## src/rtl/sfft_frame_reader.sv

```systemverilog
// sfft_frame_reader: bus initiator that drains one SFFT frame from the accelerator
// register window onto a valid/ready word stream. Optional feature macro: SFFT_READER_DUP_SKIP_EN.
module sfft_frame_reader #(
   parameter int N_WORDS    = 256,
   parameter int TIMER_BASE = 1024,
   parameter int VALID_ADDR = 1028,
   parameter int ADDR_W     = 16
) (
   input  logic                       clk,
   input  logic                       reset,
   input  logic                       start,
   output logic [ADDR_W-1:0]          address,
   output logic                       chipselect,
   output logic                       write,
   output logic [7:0]                 writedata,
   input  logic [7:0]                 readdata,
   output logic [31:0]                bin_data,
   output logic [$clog2(N_WORDS)-1:0] bin_index,
   output logic                       bin_valid,
   input  logic                       bin_ready,
   output logic                       bin_last,
   output logic [31:0]                frame_time,
   output logic                       busy,
   output logic                       frame_done,
   output logic                       frame_err
);

   localparam int IDX_W = $clog2(N_WORDS);
   localparam logic [IDX_W-1:0]  LAST_IDX   = IDX_W'(N_WORDS - 1);
   localparam logic [ADDR_W-1:0] TIME_ADDR  = ADDR_W'(TIMER_BASE);
   localparam logic [ADDR_W-1:0] VALID_LOC  = ADDR_W'(VALID_ADDR);

   typedef enum logic [2:0] {
      S_IDLE, S_LOCK, S_SETTLE, S_CHKV, S_TIME, S_FETCH, S_PRESENT, S_UNLOCK
   } state_t;

   state_t            state_r;
   logic [1:0]        byte_r;
   logic [IDX_W-1:0]  word_r;
   logic [23:0]       shift_r;
   logic              err_r;
   logic [31:0]       assembled_s;
   logic              dup_s;

   // Bytes arrive low first, so the fourth byte completes the little-endian word.
   assign assembled_s = {readdata, shift_r};

`ifdef SFFT_READER_DUP_SKIP_EN
   logic [31:0] last_time_r;
   logic        have_last_r;

   assign dup_s = have_last_r && (assembled_s == last_time_r);

   // Remember the timestamp of the last frame whose final word was accepted.
   always_ff @(posedge clk or negedge reset) begin
      if (!reset) begin
         last_time_r <= 32'h0000_0000;
         have_last_r <= 1'b0;
      end else if (state_r == S_PRESENT && bin_ready && word_r == LAST_IDX) begin
         last_time_r <= frame_time;
         have_last_r <= 1'b1;
      end
   end
`else
   assign dup_s = 1'b0;
`endif

   // Frame sequencer; every bus and stream output is a register.
   always_ff @(posedge clk or negedge reset) begin
      if (!reset) begin
         state_r    <= S_IDLE;
         byte_r     <= 2'd0;
         word_r     <= '0;
         shift_r    <= 24'h00_0000;
         err_r      <= 1'b0;
         address    <= '0;
         chipselect <= 1'b0;
         write      <= 1'b0;
         writedata  <= 8'h00;
         bin_data   <= 32'h0000_0000;
         bin_index  <= '0;
         bin_valid  <= 1'b0;
         bin_last   <= 1'b0;
         frame_time <= 32'h0000_0000;
         busy       <= 1'b0;
         frame_done <= 1'b0;
         frame_err  <= 1'b0;
      end else begin
         frame_done <= 1'b0;
         frame_err  <= 1'b0;
         case (state_r)
            S_IDLE: begin
               if (start) begin
                  state_r    <= S_LOCK;
                  busy       <= 1'b1;
                  err_r      <= 1'b0;
                  chipselect <= 1'b1;
                  write      <= 1'b1;
                  writedata  <= 8'h01;
                  address    <= '0;
               end
            end
            S_LOCK: begin
               state_r    <= S_SETTLE;
               chipselect <= 1'b0;
               write      <= 1'b0;
               writedata  <= 8'h00;
            end
            S_SETTLE: begin
               state_r    <= S_CHKV;
               chipselect <= 1'b1;
               address    <= VALID_LOC;
            end
            S_CHKV: begin
               if (readdata[0]) begin
                  state_r <= S_TIME;
                  address <= TIME_ADDR;
                  byte_r  <= 2'd0;
               end else begin
                  err_r      <= 1'b1;
                  state_r    <= S_UNLOCK;
                  write      <= 1'b1;
                  writedata  <= 8'h00;
                  address    <= '0;
               end
            end
            S_TIME: begin
               if (byte_r == 2'd3) begin
                  frame_time <= assembled_s;
                  byte_r     <= 2'd0;
                  if (dup_s) begin
                     state_r   <= S_UNLOCK;
                     write     <= 1'b1;
                     writedata <= 8'h00;
                     address   <= '0;
                  end else begin
                     state_r <= S_FETCH;
                     word_r  <= '0;
                     address <= '0;
                  end
               end else begin
                  shift_r <= {readdata, shift_r[23:8]};
                  byte_r  <= byte_r + 2'd1;
                  address <= address + 1'b1;
               end
            end
            S_FETCH: begin
               if (byte_r == 2'd3) begin
                  state_r    <= S_PRESENT;
                  byte_r     <= 2'd0;
                  chipselect <= 1'b0;
                  bin_data   <= assembled_s;
                  bin_index  <= word_r;
                  bin_valid  <= 1'b1;
                  bin_last   <= (word_r == LAST_IDX);
               end else begin
                  shift_r <= {readdata, shift_r[23:8]};
                  byte_r  <= byte_r + 2'd1;
                  address <= address + 1'b1;
               end
            end
            S_PRESENT: begin
               if (bin_ready) begin
                  bin_valid  <= 1'b0;
                  bin_last   <= 1'b0;
                  chipselect <= 1'b1;
                  if (word_r == LAST_IDX) begin
                     state_r   <= S_UNLOCK;
                     write     <= 1'b1;
                     writedata <= 8'h00;
                     address   <= '0;
                  end else begin
                     // address still holds 4k+3, so +1 is the next word's byte 0
                     state_r <= S_FETCH;
                     word_r  <= word_r + 1'b1;
                     address <= address + 1'b1;
                  end
               end
            end
            S_UNLOCK: begin
               state_r    <= S_IDLE;
               busy       <= 1'b0;
               chipselect <= 1'b0;
               write      <= 1'b0;
               writedata  <= 8'h00;
               address    <= '0;
               frame_err  <= err_r;
               frame_done <= ~err_r;
            end
            default: begin
               state_r    <= S_IDLE;
               busy       <= 1'b0;
               chipselect <= 1'b0;
               write      <= 1'b0;
               bin_valid  <= 1'b0;
               bin_last   <= 1'b0;
            end
         endcase
      end
   end

endmodule

```

## config.mk

```make
export PLATFORM = sky130hd
export DESIGN_NAME = sfft_frame_reader
export DESIGN_NICKNAME = d
export VERILOG_FILES = /design/src/rtl/sfft_frame_reader.sv
export SDC_FILE = /design/constraint.sdc
export NUM_CORES = 1
export LEC_CHECK = 0
export ABC_AREA = 0
export CAP_MARGIN = 20
export CORE_MARGIN = 2
export CORE_UTILIZATION = 54
export CTS_CLUSTER_SIZE = 40
export DETAILED_ROUTE_END_ITERATION = 16
export GPL_TIMING_DRIVEN = 0
export PLACE_DENSITY = 0.93
export SLEW_MARGIN = 20
export SYNTH_ARGS = -nofsm -noshare
export SYNTH_HDL_FRONTEND = slang
export SYNTH_SLANG_ARGS = --single-unit
export TNS_END_PERCENT = 30
```

## constraint.sdc

```tcl
create_clock -name clk -period 3.81 [get_ports clk]
set_clock_uncertainty 0.2 [all_clocks]
set_input_delay 0.762 -clock clk [delete_from_list [all_inputs] [get_ports clk]]
set_output_delay 0.762 -clock clk [all_outputs]
set_load 0.005 [all_outputs]
```

==> flow_metrics.env <==
export IMPL_status="complete, no violations"
export IMPL_vias_per_cell=6.05
export IMPL_core_area_mm2=0.0107
export IMPL_synth_area_leaders="dfrtp_1, mux2_2, nand2_1"
export IMPL_wl_per_cell_um=20.1
export IMPL_switching_share=0.337
export IMPL_placed_area_mm2=0.00720
export IMPL_antenna_left=0
export IMPL_drc=0
export IMPL_p_clk_frac=0.238
export IMPL_p_leak_uw=0.00334
export IMPL_cts_tree="built"
export IMPL_wl_met3_um=1080
export IMPL_max_stage_delay_ns=0.56
export IMPL_antenna_found_initial=0
export IMPL_nets=633
export IMPL_hold_path_class="flop to flop"
export IMPL_cts_buffers=17
export IMPL_finalHoldViolCount=0
export IMPL_path_clk_slew_ns=0.06
export IMPL_dieArea_mm2=0.0118
export IMPL_power_switching_uw=2260
export IMPL_whs_ns=0.280
export IMPL_yosys_area_share_simple=0.104
export IMPL_cp_arrival_ns=1.58
export IMPL_slew_viol_final=0
export IMPL_critPathMaxFanout=8
export IMPL_grt_usage=0.278
export IMPL_drt_wl_total_um=15500
export IMPL_hpwl_um=10200
export IMPL_worstPathCellList="clkdlybuf4s50_1"
export IMPL_synth_top_area_cell="dfrtp_1"
export IMPL_power_share_sequential=0.372
export IMPL_cts_buffer_depth=2
export IMPL_syn_area_mm2=0.00590
export IMPL_grt_overflow_total=0
export IMPL_synth_mux_area_frac=0.173
export IMPL_clock_latency_ns=0.53
export IMPL_wl_met1_um=5980
export IMPL_top_layer="met4"
export IMPL_synth_compound_area_share=0.104
export IMPL_clock_sinks=134
export IMPL_grt_first_pass_wirelength_um=24600
export IMPL_drt_initial_drc_count=450
export IMPL_setup_viol=0
export IMPL_yosysTopAreaCellShare=0.568
export IMPL_rows=38
export IMPL_dr_total_vias=4663
export IMPL_p_total_uw=6710
export IMPL_stdcell_count=771
export IMPL_ys_ff_latch=134
export IMPL_path_buf_inv=1
export IMPL_slowest_stage="clkdlybuf4s50_1"
export IMPL_grt_pass1_vias=4699
export IMPL_start_util=0.549
export IMPL_synthFlopType="dfrtp_1"
export IMPL_synth_cell_types=63
export IMPL_placement_io_buffers=107
export IMPL_critPathCaptureType="output port"
export IMPL_period_share=0.668
export IMPL_cpLargestDelayFamily="buffers and inverters"
export IMPL_min_period_ns=2.55
export IMPL_yosysSeqAreaShare=0.568
export IMPL_wl_met2_um=7910
export IMPL_yosys_warnings=0
export IMPL_synth_cells=484
export IMPL_p_per_area_mw_per_mm2=862
export IMPL_htreeDepth=4
export IMPL_peakVddDrop_mv=0.544
export IMPL_dieWidth_um=109
export IMPL_ctsResizeCount=0
export IMPL_pin_count=115
export IMPL_synth_top_family_by_area="multiplexers"
export IMPL_final_area_mm2=0.00779
export IMPL_critPathLaunchType="flop"
export IMPL_p_int_uw=4450
export IMPL_synthAdderAreaFrac=0.00636
export IMPL_worst_pin_slew_ns=0.747
export IMPL_place_congestion=0.898
export IMPL_die_h_um=109
export IMPL_cts_root_buf="clkbuf_8"
export IMPL_grt_max_degree=103
export IMPL_grt_setup_unrepaired="no"
export IMPL_path_class="flop to output port"
export IMPL_synth_xor_area_frac=0.00148
export IMPL_synthArstFlopShare=1.00
export IMPL_synth_avg_cell_area_um2=12.2
export IMPL_required_ns=2.85
export IMPL_relSlewSlack=0.495
export IMPL_max_freq_ghz=0.393
export IMPL_area_growth_pct=32.0
export IMPL_drive_gt1_frac=0.233
export IMPL_dr_pass1_iters=6
export IMPL_maxCapViolations=0
export IMPL_num_antenna_cells=0
export IMPL_synth_edff_count=0
export IMPL_dp_cells=738
export IMPL_comb_power_share=0.390
-- final cells by class --
| class | count | area [µm²] |
|---|---|---|
| fill | 697 | 2960 |
| clock inverter | 13 | 144 |
| multi-input combinational | 303 | 2320 |
| tap | 140 | 175 |
| sequential | 134 | 3350 |
| timing repair buffer | 109 | 1110 |
| inverter | 16 | 60.1 |
| buffer | 37 | 188 |
| clock buffer | 19 | 432 |
-- cell usage in the layout, fill, tap and decap left out, types with 4 or more instances in the layout --
cell / count
conb_1: 7
nand2_1: 37
inv_1: 16
buf_2: 11
clkbuf_1: 12
nor2_1: 14
inv_6: 4
nand4_1: 8
and4_1: 5
nor3_1: 4
o211ai_1: 11
nand2b_1: 6
o2111ai_1: 5
buf_4: 7
dfrtp_1: 134
a21oi_1: 12
clkbuf_16: 16
and3_1: 4
mux2_2: 89
clkdlybuf4s50_1: 106
buf_1: 6
nor4b_1: 4
nand3_1: 7
o21ai_0: 24
-- synthesized netlist by cell type, drive strengths merged (3+ instances only) --
master	count
a21o	3
a21oi	12
a311o	3
a311oi	3
and2	3
and3	4
and4	5
buf	25
clkbuf	12
dfrtp	134
ha	3
inv	16
mux2	89
nand2	37
nand2b	6
nand3	8
nand4	9
nor2	14
nor2b	3
nor3	4
nor4b	4
o2111ai	5
o211ai	11
o21ai	24
o221ai	3
o22ai	3
o311ai	3
o31ai	3
-- sequential cells by signal, indices dropped and copies added (netlist names) --
signal and cells:
err_r 1, bin_data 32, chipselect 1, frame_err 1, writedata 1, state_r 3, address 16, bin_valid 1
busy 1, write 1, byte_r 2, frame_time 32, frame_done 1, shift_r 24, bin_index 8, word_r 8
bin_last 1
-- stage by stage --
step / worst slack [ns] / setup TNS, ns / util
global route: 1.08 / 0 / 0.725
CTS: 1.26 / 0 / 0.725
global placement: -3.24 / -433.04 / 0.667
detailed placement: 0.940 / 0 / 0.670
finish: 1.26 / 0 / 0.725
floorplan: 1.70 / 0 / -
-- power by group through the flow --
stage	combinational (µW)	clock [µW]	sequential (µW)
finish	2620	1600	2500
global route	2820	1670	2570
CTS	2620	1600	2490
detailed placement	2560	0	2490
global placement	2440	0	2420
floorplan	1300	0	2400
-- cell families (layout without fill, tap and decap cells) --
group,Yosys count,count (layout)
AO/OA/AOI/OAI,89,89
adder cells (fa/ha/maj),3,3
multiplexers,91,91
XOR/XNOR,1,1
AND/OR/NAND/NOR,112,112
flip-flops,134,134
other,1,7
buffers and inverters,53,194
-- worst register-to-register path, cell delays in order, from the launching register on --
cell and delay [ns]:
dfrtp_1 0.38, buf_2 0.18, nand2b_1 0.26, nor2_1 0.57, buf_2 0.41, mux2_2 0.39
-- worst paths after layout --
kind / slack [ns] / cells past startpoint / start / endpoint
worst max register to register: 1.30 / 5 / state_r[1] / shift_r[4]
worst min-delay path: 0.28 / 2 / bin_valid / bin_valid
worst min register to register: 0.28 / 2 / bin_valid / bin_valid
max in group asynchronous: 2.18 / 3 / reset / word_r[4]
worst max-delay path: 1.26 / 1 / address[6] / address[6]
min in group asynchronous: 0.47 / 2 / reset / writedata[0]
-- routing by layer --
metal  global-route usage  vias to the layer above
li1                     -                     2034
met1                0.339                     2338
met2                0.461                      246
met3               0.0711                       45
met4                0.133                        0
met5                    0                        -
-- repair_timing --
action / 4_1_cts / 5_1_grt
setup buffers: 0 / 0
hold endpoints to repair: 32 / 0
hold buffers: 1 / 0
Power figures use the tool's default switching activity.
